==> src/rtl/alu_share_arb.sv <==
// Shares one combinational 32-bit ALU between a pipeline EX port (0) and an auxiliary port (1).
// The optional per-port statistics are built when ALU_SHARE_ARB_STAT_EN is defined.
module alu_share_arb #(
  parameter int MAX_WAIT = 4,
  parameter int WAIT_W   = 4
) (
  input  logic              clock,
  input  logic              reset,
  input  logic              freeze,
  input  logic              req0,
  input  logic [31:0]       a0,
  input  logic [31:0]       b0,
  input  logic [3:0]        aluc0,
  output logic              gnt0,
  output logic              rvalid0,
  input  logic              req1,
  input  logic [31:0]       a1,
  input  logic [31:0]       b1,
  input  logic [3:0]        aluc1,
  output logic              gnt1,
  output logic              rvalid1,
  output logic [31:0]       alu_a,
  output logic [31:0]       alu_b,
  output logic [3:0]        alu_aluc,
  input  logic [31:0]       alu_s,
  output logic [31:0]       res,
`ifdef ALU_SHARE_ARB_STAT_EN
  output logic [15:0]       cnt0,
  output logic [15:0]       cnt1,
  output logic [WAIT_W-1:0] max_wait_seen,
`endif
  output logic              starve
);

  localparam logic [WAIT_W-1:0] MAX_W = WAIT_W'(MAX_WAIT);

  logic [WAIT_W-1:0] wait_cnt;
  logic [WAIT_W-1:0] wait_nxt;

  // Handshake: req_i is a valid that the requester holds, with its operands,
  // until gnt_i (the ready) is seen high in the same cycle; req_i && gnt_i is
  // the transfer, and new operands may follow in the very next cycle.
  always_comb begin
    gnt0 = 1'b0;
    gnt1 = 1'b0;
    if (!reset && !freeze) begin
      gnt1 = req1 && (!req0 || starve);
      gnt0 = req0 && !gnt1;
    end
  end

  always_comb begin
    alu_a    = a0;
    alu_b    = b0;
    alu_aluc = aluc0;
    if (gnt1) begin
      alu_a    = a1;
      alu_b    = b1;
      alu_aluc = aluc1;
    end
  end

  // Aging: count denied port-1 cycles, saturating so starve stays up until served.
  always_comb begin
    wait_nxt = wait_cnt;
    if (req1 && !gnt1) begin
      if (wait_cnt != MAX_W) wait_nxt = wait_cnt + 1'b1;
    end else begin
      wait_nxt = '0;
    end
  end

  always_ff @(posedge clock) begin
    if (reset) begin
      res      <= '0;
      rvalid0  <= 1'b0;
      rvalid1  <= 1'b0;
      wait_cnt <= '0;
      starve   <= 1'b0;
    end else if (!freeze) begin
      if (gnt0 || gnt1) res <= alu_s;
      rvalid0  <= gnt0;
      rvalid1  <= gnt1;
      wait_cnt <= wait_nxt;
      starve   <= (wait_nxt == MAX_W);
    end
  end

`ifdef ALU_SHARE_ARB_STAT_EN
  always_ff @(posedge clock) begin
    if (reset) begin
      cnt0          <= '0;
      cnt1          <= '0;
      max_wait_seen <= '0;
    end else if (!freeze) begin
      if (gnt0) cnt0 <= cnt0 + 16'd1;
      if (gnt1) cnt1 <= cnt1 + 16'd1;
      if (wait_nxt > max_wait_seen) max_wait_seen <= wait_nxt;
    end
  end
`endif

endmodule

==> config.mk <==
export PLATFORM = sky130hd
export DESIGN_NAME = alu_share_arb
export DESIGN_NICKNAME = d
export VERILOG_FILES = /design/src/rtl/alu_share_arb.sv
export SDC_FILE = /design/constraint.sdc
export NUM_CORES = 1
export LEC_CHECK = 0
export CORE_AREA = 2 2 108 110
export DETAILED_ROUTE_END_ITERATION = 12
export DIE_AREA = 0 0 110 112
export PLACE_DENSITY = 0.74
export SYNTH_ARGS = -nofsm -noshare
export SYNTH_HDL_FRONTEND = slang
export SYNTH_SLANG_ARGS = --single-unit
==> constraint.sdc <==
create_clock -name clock -period 5.31 [get_ports clock]
set_input_delay 1.593 -clock clock [delete_from_list [all_inputs] [get_ports clock]]
set_output_delay 1.593 -clock clock [all_outputs]
set_load 0.02 [all_outputs]
==> impl_results.md <==
- Antenna-violating nets left: 0
- Die H: 112 um
- CTS max path bufs: 2
- Final Hold Vio Count: 0
- Setup-failing EPs final: 0
- # resized after CTS: 0
- DP HPWL: 8954 um
- Seq/Total Area, Yosys: 0.2945
- # clock sinks: 39
- Antenna cells: 0
- Routed vias/inst: 4.332
- Die width: 110 um
- Mapped Avg Cell Area: 9.783 sq um
- Top cell type's share of synthesized area: 0.3851
- Hold buffer count at CTS: 0
- Req. time, crit path: 3.72 ns
- Clk root buf: clkbuf_16
- Most common cell after layout, fill and taps aside: clkdlybuf4s50_1
- I/O pin cnt: 278
- Min-delay worst type: flop to flop
- Outcome: complete, no violations
- CTS H-tree lvls: 2
- DRC: 0
- Layout cell share with drive strength beyond 1: 0.1645
- Inst Count DP: 682
- LEAKAGE: 2.395 nW
- Core box area: 11170 sq um
- Post-synthesis net count: 446
- Fin Setup TNS: 0 ns
- Minimum clock period: 5.169 ns
- Synthesis-to-layout area growth: 116.2%
- Largest stage delay, worst path: 0.59 ns
- Pwr Total: 1.036 mW
- All-Layer GR Usage: 0.1657
- Seq cells post-synth: 39
- Warnings from Yosys: 0
- Count of different cell masters after synthesis: 30
- Commonest non-fill, non-tap cells in the layout: clkdlybuf4s50_1 (277), nand2_1 (72), mux2_4 (68), dfxtp_1 (39), a21oi_1 (37)
- Worst clock skew: 0.0006777 ns
- Worst-path cell chain: clkdlybuf4s50_1, nor2_8, nand3_4, buf_12, mux2_4, clkdlybuf4s50_1
- RSZ-0062 raised after global routing: false
- Hold Path Cell Cnt: 2
- Final non-filler cell total: 690
- Total gr overflow: 0
- Port Buffer Count: 277
- First-pass GRT wire length: 16030 um
- Hold_ws: 0.4477 ns
- Worst Setup End Kind: primary output
- Initial Util: 0.2373
- Worst-Skew Late Latency: 0.27 ns
- Initial antenna violation count: 0
- Max IR drop VDD: 0.1502 mV
- Reg2reg end: starve
- Syn Std Cell Area: 2651 sq um
- Pin count of the biggest net entering global routing: 40
- Final Max Slew Viols: 0
- Die ar.: 12320 sq um
- TritonRoute pass-1 iters: 4
- Setup crit end: alu_b[2]
- Least-Margin Pin Slew: 1.128 ns
- Storage element area: 780.7 sq um
- Max FO, Critical Path: 33
- R2R depth: 6
- Dpl ws: 0.1390 ns
- Ranking of synthesized cells by area: mux2_4 (39%), dfxtp_1 (29%), nand2_1 (10%), a21oi_1 (7.0%), buf_6 (3.4%)
- Layout fillers: 1014
- Period utilisation layout: 0.9735
- Placer congestion estimate: 0.7902
- FF-to-FF setup slack: 3.77 ns
- Worst r2r src: wait_cnt[0]
- Area leader, netlist: mux2_4
- Worst path depth: 6
- Avg WL per Cell: 15.68 um
- Setup ws final: 0.1406 ns
- Area of the multi-input gates: 1713 sq um
- PD cells: 180.8 nW/um^2
- Slowest cell on the critical path: clkdlybuf4s50_1
- Fmax: 193.4 MHz
- CP startpoint: freeze
- Vias in the first global route: 3063
- Routed vias: 2989
- DR iter-0 viols: 87
- Rows: 39
- Top cell family by delay on the critical path: buffers and inverters
- Slew headroom: 0.2480
- CTS tree: yes
- Worst Path Arrival: 3.58 ns
- Max Cap Viol: 0
- Critical Path Source Type: input port
- CP bufs+invs: 3
- Post-CTS Setup Bufs: 0
- Crit Path Class: input port to primary output
- Syn Inst Count: 271
- Routed Wire Length: 10820 um
- Fin nets: 721
- Num CTS Buffers: 5
- CP most frequent cell: clkdlybuf4s50_1
- Clock transition at path regs: 0.06 ns
## tightest hold or removal path, cell delays in order (launching register included)
cell     delay, ns
dfxtp_1       0.31
nand2_1       0.05
nand2_1       0.05
## worst min-delay path by stage
| stage | start | endpoint |
|---|---|---|
| 6_report | rvalid1 | rvalid1 |
| 5_1_grt | rvalid1 | rvalid1 |
| 4_1_cts | rvalid1 | rvalid1 |
| 3_5_place_dp | rvalid1 | rvalid1 |
| 3_3_place_gp | rvalid1 | rvalid1 |
| 2_1_floorplan | wait_cnt[1] | wait_cnt[1] |
## cell families (layout without fill, tap and decap cells)
| group | count (synthesis) | count (layout) | share of synthesized area |
|---|---|---|---|
| simple gates | 90 | 90 | 0.1505 |
| mux | 68 | 68 | 0.3851 |
| compound gates | 48 | 48 | 0.09957 |
| flops | 39 | 39 | 0.2945 |
| buf+inv | 24 | 300 | 0.06088 |
| fa+ha+maj | 2 | 2 | 0.009437 |
## sequential cells by signal, indices dropped and copies added, names as in the netlist
name	flops
res	32
starve	1
wait_cnt	4
rvalid1	1
rvalid0	1
## Yosys cell counts, drive strengths merged
cell type	instances
a21o	1
a21oi	38
a31oi	1
and3	1
and3b	1
buf	17
clkbuf	2
dfxtp	39
ha	2
inv	5
mux2	68
nand2	72
nand2b	2
nand3	3
nand3b	1
nand4	1
nor2	4
nor2b	1
nor3	3
nor3b	1
o2111ai	1
o211ai	2
o21a	2
o21ai	2
o31ai	1
## layout make-up
class,instances,area share
Clock buffer,5,0.02182
Clock inverter,3,0.007639
Inverter,5,0.003274
Multi-Input combinational cell,208,0.2988
Sequential cell,39,0.1362
Tap cell,143,0.03121
Timing Repair Buffer,287,0.5011
## power breakdown
part / switching (mW) / leakage [nW] / total [mW] / internal, mW
sequential: 0.00603 / 0.318 / 0.310 / 0.304
clock: 0.118 / 0.0838 / 0.339 / 0.221
combinational: 0.142 / 1.99 / 0.387 / 0.245
total: 0.266 / 2.39 / 1.04 / 0.771
## layer usage
layer	track usage	vias to the layer above	share of wire
li1	-	1478	-
met1	0.1847	1361	0.37
met2	0.3039	146	0.52
met3	0.05386	4	0.11
met4	0.03038	0	0.0039
met5	0	-	0
## per-stage QoR
stage               cell area (sq um)  utilization
finish                           5733       0.5130
detailed placement               5564       0.4979
floorplan                        2651            -
CTS                              5733       0.5130
global placement                 5564       0.4979
global route                     5733       0.5130
Note: power is estimated with default switching activity, not from simulation.
